<file path="src/rtl/snake_pkg.sv">
// Shared definitions for the snake step engine: cell codes, directions,
// grid geometry and the controller state encoding.
package snake_pkg;

    localparam int GRID = 16;

    localparam logic [3:0] CELL_EMPTY = 4'hE;
    localparam logic [3:0] CELL_FOOD  = 4'hF;

    localparam logic [1:0] DIR_UP    = 2'd0;
    localparam logic [1:0] DIR_DOWN  = 2'd1;
    localparam logic [1:0] DIR_LEFT  = 2'd2;
    localparam logic [1:0] DIR_RIGHT = 2'd3;

    localparam logic [7:0] MAX_LEN = 8'd255;

    typedef enum logic [3:0] {
        INIT_CLR,
        INIT_BODY,
        FEED,
        IDLE,
        RD_HEAD,
        CHK,
        WR_OLD,
        WR_NEW,
        RD_TAIL,
        TL_CHK,
        ERASE,
        OVER
    } state_t;

endpackage

</file>
<file path="src/rtl/snake_nextpos.sv">
// Neighbour-cell calculator on the 16x16 grid.
// Edge behaviour: SNAKE_WRAP_EN defined wraps, undefined flags off_grid.
module snake_nextpos
    import snake_pkg::*;
(
    input  logic [7:0] pos,
    input  logic [1:0] dir,
    output logic [7:0] next,
    output logic       off_grid
);

`ifdef SNAKE_WRAP_EN
    localparam logic WRAP = 1'b1;
`else
    localparam logic WRAP = 1'b0;
`endif

    logic [3:0] row;
    logic [3:0] col;
    logic       edge_hit;

    always_comb begin
        row      = pos[7:4];
        col      = pos[3:0];
        edge_hit = 1'b0;
        unique case (dir)
            DIR_UP: begin
                row      = pos[7:4] - 4'd1;
                edge_hit = (pos[7:4] == 4'd0);
            end
            DIR_DOWN: begin
                row      = pos[7:4] + 4'd1;
                edge_hit = (pos[7:4] == 4'd15);
            end
            DIR_LEFT: begin
                col      = pos[3:0] - 4'd1;
                edge_hit = (pos[3:0] == 4'd0);
            end
            default: begin
                col      = pos[3:0] + 4'd1;
                edge_hit = (pos[3:0] == 4'd15);
            end
        endcase
    end

    assign next     = {row, col};
    assign off_grid = edge_hit & ~WRAP;

endmodule

</file>
<file path="src/rtl/snake_step.sv">
// Snake game step controller driving a 16x16 map through a single port.
// SNAKE_WRAP_EN selects wrap-around edges instead of edge collisions.
module snake_step
    import snake_pkg::*;
#(
    parameter int INIT_LEN = 3,
    parameter int INIT_ROW = 8
) (
    input  logic       clk,
    input  logic       rst,
    input  logic       tick,
    input  logic [1:0] dir_in,
    output logic [7:0] mem_addr,
    output logic       mem_re,
    output logic       mem_we,
    output logic [3:0] mem_wdata,
    input  logic [3:0] mem_rdata,
    output logic       generate_food,
    input  logic       food_placed,
    output logic       bus_own,
    output logic [7:0] length,
    output logic       game_over,
    output logic       win
);

    localparam logic [3:0] ROW   = 4'(INIT_ROW);
    localparam logic [7:0] HEAD0 = {ROW, 4'(4 + INIT_LEN - 1)};
    localparam logic [7:0] TAIL0 = {ROW, 4'd4};

    state_t     state;
    state_t     state_nx;
    logic [7:0] cnt;
    logic [7:0] head;
    logic [7:0] tail;
    logic [1:0] dir;
    logic [1:0] tail_dir;
    logic       eat;
    logic       win_q;

    logic [7:0] np_pos;
    logic [1:0] np_dir;
    logic [7:0] np_next;
    logic       np_off;

    // One calculator serves the head, except while erasing the tail.
    assign np_pos = (state == ERASE) ? tail : head;
    assign np_dir = (state == ERASE) ? tail_dir : dir;

    snake_nextpos u_nextpos (
        .pos      (np_pos),
        .dir      (np_dir),
        .next     (np_next),
        .off_grid (np_off)
    );

    always_ff @(posedge clk) begin
        if (rst) begin
            state    <= INIT_CLR;
            cnt      <= '0;
            head     <= HEAD0;
            tail     <= TAIL0;
            dir      <= DIR_RIGHT;
            tail_dir <= DIR_RIGHT;
            length   <= 8'(INIT_LEN);
            eat      <= 1'b0;
            win_q    <= 1'b0;
        end else begin
            state <= state_nx;
            if (state == INIT_CLR || state == INIT_BODY) begin
                if (state_nx != state) cnt <= '0;
                else                   cnt <= cnt + 8'd1;
            end
            if (state == IDLE && tick && dir_in != (dir ^ 2'b01))
                dir <= dir_in;
            if (state == CHK)
                eat <= (mem_rdata == CELL_FOOD);
            if (state == WR_NEW) begin
                head <= np_next;
                if (eat) length <= length + 8'd1;
                if (eat && length == MAX_LEN - 8'd1) win_q <= 1'b1;
            end
            if (state == TL_CHK)
                tail_dir <= mem_rdata[1:0];
            if (state == ERASE)
                tail <= np_next;
        end
    end

    always_comb begin
        state_nx      = state;
        mem_addr      = '0;
        mem_re        = 1'b0;
        mem_we        = 1'b0;
        mem_wdata     = CELL_EMPTY;
        generate_food = 1'b0;
        bus_own       = 1'b1;
        unique case (state)
            INIT_CLR: begin
                mem_we   = 1'b1;
                mem_addr = cnt;
                if (cnt == 8'hFF) state_nx = INIT_BODY;
            end
            INIT_BODY: begin
                mem_we    = 1'b1;
                mem_addr  = {ROW, 4'd4 + cnt[3:0]};
                mem_wdata = {2'b00, DIR_RIGHT};
                if (cnt == 8'(INIT_LEN - 1)) state_nx = FEED;
            end
            FEED: begin
                generate_food = 1'b1;
                bus_own       = 1'b0;
                if (food_placed) state_nx = IDLE;
            end
            IDLE: begin
                if (tick) state_nx = RD_HEAD;
            end
            RD_HEAD: begin
                if (np_off) begin
                    state_nx = OVER;
                end else begin
                    mem_re   = 1'b1;
                    mem_addr = np_next;
                    state_nx = CHK;
                end
            end
            CHK: begin
                if (mem_rdata == CELL_EMPTY || mem_rdata == CELL_FOOD)
                    state_nx = WR_OLD;
                else
                    state_nx = OVER;
            end
            WR_OLD: begin
                mem_we    = 1'b1;
                mem_addr  = head;
                mem_wdata = {2'b00, dir};
                state_nx  = WR_NEW;
            end
            WR_NEW: begin
                mem_we    = 1'b1;
                mem_addr  = np_next;
                mem_wdata = {2'b00, dir};
                if (!eat)
                    state_nx = RD_TAIL;
                else if (length == MAX_LEN - 8'd1)
                    state_nx = OVER;
                else
                    state_nx = FEED;
            end
            RD_TAIL: begin
                mem_re   = 1'b1;
                mem_addr = tail;
                state_nx = TL_CHK;
            end
            TL_CHK: begin
                state_nx = ERASE;
            end
            ERASE: begin
                mem_we   = 1'b1;
                mem_addr = tail;
                state_nx = IDLE;
            end
            OVER: begin
                state_nx = OVER;
            end
            default: begin
                state_nx = INIT_CLR;
            end
        endcase
        // Outputs read as idle while reset is being applied.
        if (rst) begin
            mem_re        = 1'b0;
            mem_we        = 1'b0;
            generate_food = 1'b0;
        end
    end

    assign game_over = (state == OVER) && !rst;
    assign win       = win_q && !rst;

endmodule
</file>
<file path="config.mk">
export PLATFORM = sky130hd
export DESIGN_NAME = snake_step
export DESIGN_NICKNAME = d
export VERILOG_FILES = /design/src/rtl/snake_pkg.sv /design/src/rtl/snake_nextpos.sv /design/src/rtl/snake_step.sv
export SDC_FILE = /design/constraint.sdc
export NUM_CORES = 1
export LEC_CHECK = 0
export ABC_AREA = 1
export CAP_MARGIN = 5
export CELL_PAD_IN_SITES_DETAIL_PLACEMENT = 0
export CELL_PAD_IN_SITES_GLOBAL_PLACEMENT = 1
export CORE_MARGIN = 3
export CORE_UTILIZATION = 37
export CTS_BUF_LIST = sky130_fd_sc_hd__clkbuf_8
export DETAILED_ROUTE_END_ITERATION = 16
export GPL_ROUTABILITY_DRIVEN = 0
export PLACE_DENSITY_LB_ADDON = 0.1
export SYNTH_ARGS = -nofsm -noshare
export SYNTH_HDL_FRONTEND = slang
export SYNTH_SLANG_ARGS = --single-unit
</file>
<file path="constraint.sdc">
create_clock -name clk -period 2.5 [get_ports clk]
set_input_delay 0.5 -clock clk [delete_from_list [all_inputs] [get_ports clk]]
set_output_delay 0.5 -clock clk [all_outputs]
set_load 0.01 [all_outputs]
</file>
==> summary.txt, run 1 <==
Synth
  – Syn Area/Cell: 6.599 um2
  – Sequential area share after synthesis: 29.36%
  – Most common cell in the netlist: nand2_1
  – Syn_nets: 456
  – Top FF cell, synth: dfxtp_1
  – Flop and latch count out of synthesis: 42
  – Syn Inst Count: about 430
  – Yosys warnings: 0
  – Post-synth ARST share: 0%
  – EDFF count, synth: 0
  – Unique masters post-synth: 40
  – Post-synthesis cell area: 2864 um2
  – Leading area contributor after synthesis: dfxtp_1
  – Top cells by area, synth: dfxtp_1 (29%), nand2_1 (12%), inv_1 (10%), o21ai_0 (5.8%), a21oi_1 (4.9%)
  – Area share of the largest cell type after synthesis: 29.36%
  – Synth cell count leaders: nand2_1 (94), inv_1 (77), dfxtp_1 (42)

Timing
  – Final Critical Period: 3.011 ns
  – Fin worst setup slack: -0.5108 ns
  – Unrepaired setup endpoints after global routing: true
  – Worst relative slew slack: 67.64%
  – Max Freq: 332.1 MHz
  – Worst-margin pin slew: 0.4731 ns
  – Final Setup Violations: 9
  – Post-Route Skew: 0.005452 ns
  – Count of final hold-check violations: 0
  – Crit share post-route: 120.4%
  – Fin. max-slew vios: 0

GRT
  – Initial antenna violation count: 0
  – Total GRT Usage: 21.83%
  – Pin count of the biggest net entering global routing: 22
  – Number of global-route vias before repair: 3,119
  – Gr ovfl total: 0
  – First-pass GRT wire length: 15,050 um

Routing
  – Wirelength per Cell: roughly 14 um
  – Antenna Nets Post-Route: 0
  – Initial DRC Count: 168
  – Post-route DRC: 0
  – Drt pass-1 iters: 5
  – Routed wire length: 9276 um
  – Via density per instance: a little under 5
  – Vias post-DR: 3,215

Setup path
  – Critical path peak fanout: 4
  – CP cell instances: inv_4 -> nand2_4 -> nor2_4 -> nand2_2 -> nand2_4 -> nor2_4 -> buf_6 -> ha_1 -> nand2_2 -> o21ai_2 -> o21ai_1 -> o21ai_2 -> xor2_2 -> nand2_1 -> nand2_2 -> buf_6
  – Top cell by count, worst path: nand2_2
  – CP arrival: 2.51 ns
  – Flop-to-flop setup slack: roughly 0.12 ns
  – Crit start category: register
  – Worst path max stage delay: 0.38 ns
  – Slowest CP cell: dfxtp_4
  – Crit. End Element: primary output
  – Critical path data required time: 2.00 ns
  – CP Class: register to primary output

Die
  – X dimension of the die: around 94 um
  – I/O pin total: 36
  – Die H: ~94 um
  – Initial core utilization: 38.86%
  – Rows: 31
  – Die area: 8832 um2
  – Core footprint: 7370 um2

Power and ir drop
  – P_int: 0.001001 W
  – NetSw: 0.0003067 W
  – Clock power frac: between 40% and 50%
  – Sw Share: 23.45%
  – Gate power share: 6.0%
  – Power consumption: between 0.001 and 0.0015 W
  – Reg power frac: 51.5%
  – P_leak: around 2.0 nW
  – PwrDens: 303.4 nW/um2
  – Peak VDD IR: between 0.2 and 0.3 mV

Status
  – Outcome: complete, but fails checks
  – Failing checks: setup timing

Place
  – Post-DP HPWL: 7067 um
  – Port Buffers: 35

Flow run
  – Max-cap check violation count: 0

Clock tree
  – Post-CTS Hold Fix Bufs: 0
  – CTS Buf Count: 5
  – CTS tree: done
  – Clock latency on the worst-skew pair: 0.30 ns
  – Sink Count: 42
  – Root buf cell: clkbuf_8
  – Clk pin slew, worst setup/hold paths: 0.09 ns
  – Clk buf depth: 2
  – CTS H-tree lvls: 2

Final layout
  – Filler cells: between 600 and 700
  – Nets: 571
  – Area grow syn2layout: 50.55%
  – # diodes: 0
  – Share of cells above drive strength 1: 34.91%
  – Final Util: 58.51%

Hold path
  – Worst Hold Class: register to register
## worst max-delay path: cells and delay by family (launching register included)
family,cells,cell delay (ns)
AND/OR/NAND/NOR,8,0.67
flip-flops,1,0.38
AO/OA/AOI/OAI,3,0.36
adder cells (fa/ha/maj),1,0.29
buffers and inverters,3,0.28
XOR/XNOR,1,0.22
## power by group through the flow
| stage | logic [W] | registers [W] | clock network, W |
|---|---|---|---|
| 4_1_cts | 0.0000789 | 0.000676 | 0.000568 |
| 6_report | 0.0000786 | 0.000674 | 0.000555 |
| 5_1_grt | 0.0000862 | 0.000675 | 0.000594 |
| 2_1_floorplan | 0.0000391 | 0.000691 | 0 |
| 3_3_place_gp | 0.0000810 | 0.000692 | 0 |
| 3_5_place_dp | 0.0000815 | 0.000692 | 0 |
## worst paths after layout
kind | startpoint | end | cells past startpoint
max | state[0] | mem_addr[3] | 16
min | win_q | win_q | 1
max reg2reg | state[1] | cnt[0] | 18
min reg2reg | win_q | win_q | 1
## per-layer routing
layer,share of wire (%),vias to the layer above,track usage (%)
met1,46,1485,29.76
met4,1.2,0,4.212
met3,5.0,11,4.888
met5,0,-,0
li1,-,1628,-
met2,48,91,35.48
## sequential cells by signal, indices dropped and copies added (netlist names)
| signal | flops |
|---|---|
| win_q | 1 |
| state | 4 |
| eat | 1 |
| head | 8 |
| cnt | 8 |
| length | 8 |
| dir | 2 |
| tail | 8 |
| tail_dir | 2 |
## area by class of cell
| class | instances | area (um2) | area share [%] |
|---|---|---|---|
| clock buffers | 5 | 68.82 | 1.596 |
| multi-input cells | 301 | 1912 | 44.34 |
| clock inverters | 3 | 41.29 | 0.9576 |
| repair buffers | 119 | 1010 | 23.42 |
| inverters | 80 | 305.3 | 7.081 |
| flip-flops and latches | 42 | 850.8 | 19.73 |
| well taps | 99 | 123.9 | 2.873 |
## layout by cell type, fill, tap and decap left out, drive strengths merged
cell type	count
clkdlybuf4s50	21
o2111ai	4
clkinvlp	1
dfxtp	42
a21oi	29
nor3b	2
dlymetal6s2s	4
a211oi	1
nor3	7
xor2	5
nor2	47
ha	10
nand4	4
o21ai	34
a2111oi	1
o22ai	3
nand3	23
buf	93
a221oi	2
o21a	1
clkbuf	5
o211ai	8
clkinv	1
inv	80
nand2	112
a41oi	2
xnor2	1
nor4	1
o31ai	1
bufinv	1
o221ai	1
dlygate4sd2	1
fa	2
## timing repair
action                     CTS  global route
gates resized for setup     79            37
pin swaps                   17            22
setup buffers                6             4
gates cloned                 0             0
setup endpoints to repair   14            21
## cells by family after synthesis
logic type	share of synthesized area [%]
DFF	29.36
buffers and inverters	12.67
adders and majority gates	5.767
xor gates and xnor gates	1.835
AOI/OAI and AO/OA	17.74
and+or+nand+nor	32.63
## metrics by stage
step | cells | setup slack [ns] | setup TNS, ns | area [um2] | hold WS (ns)
2_1_floorplan | 434 | -0.01732 | -0.01732 | 2910 | 0.4405
3_3_place_gp | 631 | -0.6264 | -4.250 | 3900 | 0.4502
3_5_place_dp | 631 | -0.6681 | -4.688 | 3900 | 0.4612
4_1_cts | 645 | -0.4919 | -3.483 | 4139 | 0.4829
5_1_grt | 649 | -0.6169 | -4.627 | 4312 | 0.5126
6_report | 649 | -0.5108 | -3.493 | 4312 | 0.4737
(Power assumes the default switching activity.)
==> run 2, diff against run 1 <==
Settings changed: CORE_ASPECT_RATIO set to 2.
==> run 2 against run 1 <==
The run still ends with setup timing left. Combinational power is 3.6% higher. Sequential power is essentially flat. Final cell count is 0.62% higher. Non-clock buffer count up 13. Flip-flop and latch count did not move. Via count is 0.75% higher. Worst setup slack better by 0.035 ns. Critical endpoint is now mem_addr[7]. Largest cell class unchanged.
==> summary.txt, run 2 (synthesis gave the netlist of run 1 again) <==
Timing
  – Post-Route Skew: 0.01113 ns (was 0.005452 ns)
  – Crit share post-route: 119.0% (was 120.4%)
  – Final Setup Violations: 9 (unchanged)
  – Fin worst setup slack: -0.4754 ns (was -0.5108 ns)
  – Worst relative slew slack: 73.14% (was 67.64%)
  – Max Freq: 336.1 MHz (was 332.1 MHz)
  – Post-Route Setup TNS: -3.894 ns (was -3.493 ns)
  – Unrepaired setup endpoints after global routing: true (unchanged)
  – Fin. max-slew vios: 0 (unchanged)
  – Worst-margin pin slew: 0.3928 ns (was 0.4731 ns)
  – Min Hold Slack: 0.4762 ns (was 0.4737 ns)
  – Count of final hold-check violations: 0 (unchanged)
  – Final Critical Period: 2.975 ns (was 3.011 ns)

Setup path
  – Crit. End Element: primary output (unchanged)
  – Crit start category: register (unchanged)
  – CP Class: register to primary output (unchanged)
  – CP arrival: 2.48 ns (was 2.51 ns)
  – Critical path data required time: 2.00 ns (about the same)
  – Critical path peak fanout: 5 (was 4)

Clock tree
  – Clk buf depth: 2 (unchanged)
  – Post-CTS Hold Fix Bufs: 0 (unchanged)
  – Clk pin slew, worst setup/hold paths: 0.08 ns (was 0.09 ns)
  – CTS tree: done (unchanged)
  – CTS H-tree lvls: 2 (unchanged)
  – Sink Count: 42 (unchanged)
  – CTS Buf Count: 5 (unchanged)
  – Clock latency on the worst-skew pair: 0.31 ns (was 0.30 ns)
  – Root buf cell: clkbuf_8 (unchanged)

Status
  – Outcome: complete, but fails checks (unchanged)
  – Failing checks: setup timing (unchanged)

Die
  – Core footprint: 7377 um2 (was 7370 um2)
  – X dimension of the die: 68.21 um (was 93.98 um)
  – Initial core utilization: 38.82% (was 38.86%)
  – I/O pin total: 36 (unchanged)
  – Rows: 44 (was 31)
  – Die H: 130.4 um (was 93.98 um)
  – Die area: 8896 um2 (was 8832 um2)

Power and ir drop
  – Reg power frac: 55.6% (was 51.5%)
  – P_int: 0.0009216 W (was 0.001001 W)
  – Peak VDD IR: 0.4122 mV (was 0.2649 mV)
  – Gate power share: 6.7% (was 6.0%)
  – PwrDens: 275.5 nW/um2 (was 303.4 nW/um2)
  – NetSw: 0.0002911 W (was 0.0003067 W)
  – Clock power frac: 37.7% (was 42.5%)
  – Sw Share: 24.01% (was 23.45%)
  – P_leak: 2.095 nW (was 2.033 nW)

Hold path
  – Worst Hold Class: register to register (unchanged)

Final layout
  – Final Util: 59.67% (was 58.51%)
  – Most frequent cells in the layout: buf_4 (84), nand2_1 (73), inv_1 (71) (was nand2_1 (75), inv_1 (74), buf_4 (73))
  – Area grow syn2layout: 53.69% (was 50.55%)
  – Share of cells above drive strength 1: 37.08% (was 34.91%)
  – Leading cell type in the layout, fill and taps excluded: buf_4 (was nand2_1)
  – Nets: 584 (was 571)
  – # diodes: 0 (unchanged)

GRT
  – Gr ovfl total: 0 (unchanged)
  – First-pass GRT wire length: 15,900 um (was 15,050 um)
  – Pin count of the biggest net entering global routing: 22 (unchanged)
  – Number of global-route vias before repair: 3,308 (was 3,119)
  – Initial antenna violation count: 0 (unchanged)
  – Total GRT Usage: 24.11% (was 21.83%)

Place
  – Post-DP HPWL: 7810 um (was 7067 um)
  – Port Buffers: 35 (unchanged)
  – Worst slack at placement: -0.7337 ns (was -0.6681 ns)

Routing
  – Vias post-DR: 3,239 (was 3,215)
  – Antenna Nets Post-Route: 0 (unchanged)
  – Drt pass-1 iters: 5 (unchanged)
  – Routed wire length: 9969 um (was 9276 um)
  – Via density per instance: 4.960 (was 4.954)
  – Initial DRC Count: 149 (was 168)
  – Wirelength per Cell: 15.27 um (was 14.29 um)
  – Post-route DRC: 0 (unchanged)

Flow run
  – Max-cap check violation count: 0 (unchanged)
run 2: worst paths after layout:
check	startpoint	to	slack (ns)	cells past startpoint
min reg2reg	win_q	win_q	0.48	1
max	state[1]	mem_addr[7]	-0.48	16
max reg2reg	state[1]	cnt[0]	0.02	19
min	win_q	win_q	0.48	1
run 2: cell type report:
class                      count  area, um2
fill                         739       2975
multi-input combinational    301       1919
tap                           92      115.1
inverter                      80      302.8
clock buffer                   6      82.58
sequential                    42      850.8
timing repair buffer         132       1131
run 2: what timing repair did:
action / 4_1_cts / 5_1_grt
cloned: 1 / 0
setup endpoints to repair: 14 / 20
pin swaps: 25 / 18
resized for setup: 97 / 27
buffers inserted: 11 / 6
run 2: metrics by stage:
stage / instance area [um2] / total power, W / std cells
final: 4402 / 0.001213 / 653
after global routing: 4402 / 0.001259 / 653
after CTS: 4297 / 0.001230 / 647
after global placement: 3936 / 0.0007758 / 630
after floorplan: 2910 / 0.0007303 / 434
after detailed placement: 3936 / 0.0007764 / 630
run 2: power groups by stage:
stage               clock, W  sequential [W]  combinational, W
detailed placement         0        0.000692         0.0000845
global route        0.000495        0.000675         0.0000898
CTS                 0.000471        0.000676         0.0000821
floorplan                  0        0.000691         0.0000391
finish              0.000457        0.000674         0.0000814
global placement           0        0.000692         0.0000839
run 2: critical path: stages, from the launching register on:
cell	delay, ns
dfxtp_4	0.38
inv_4	0.04
nor2_4	0.15
nand2_4	0.11
nand2_4	0.09
nand2_4	0.06
buf_4	0.14
nand2_4	0.09
ha_4	0.22
a21oi_2	0.11
nand2_1	0.08
nand2_1	0.08
o21ai_2	0.05
xor2_1	0.18
a21oi_2	0.18
o21ai_1	0.08
buf_2	0.14
run 2: routing by layer:
metal	track usage [%]	routed length (um)	vias to the layer above
met2	46.42	5697	72
met1	23.79	3633	1496
met3	3.165	244	22
li1	-	-	1649
met4	12.08	393	0
met5	0	0	-
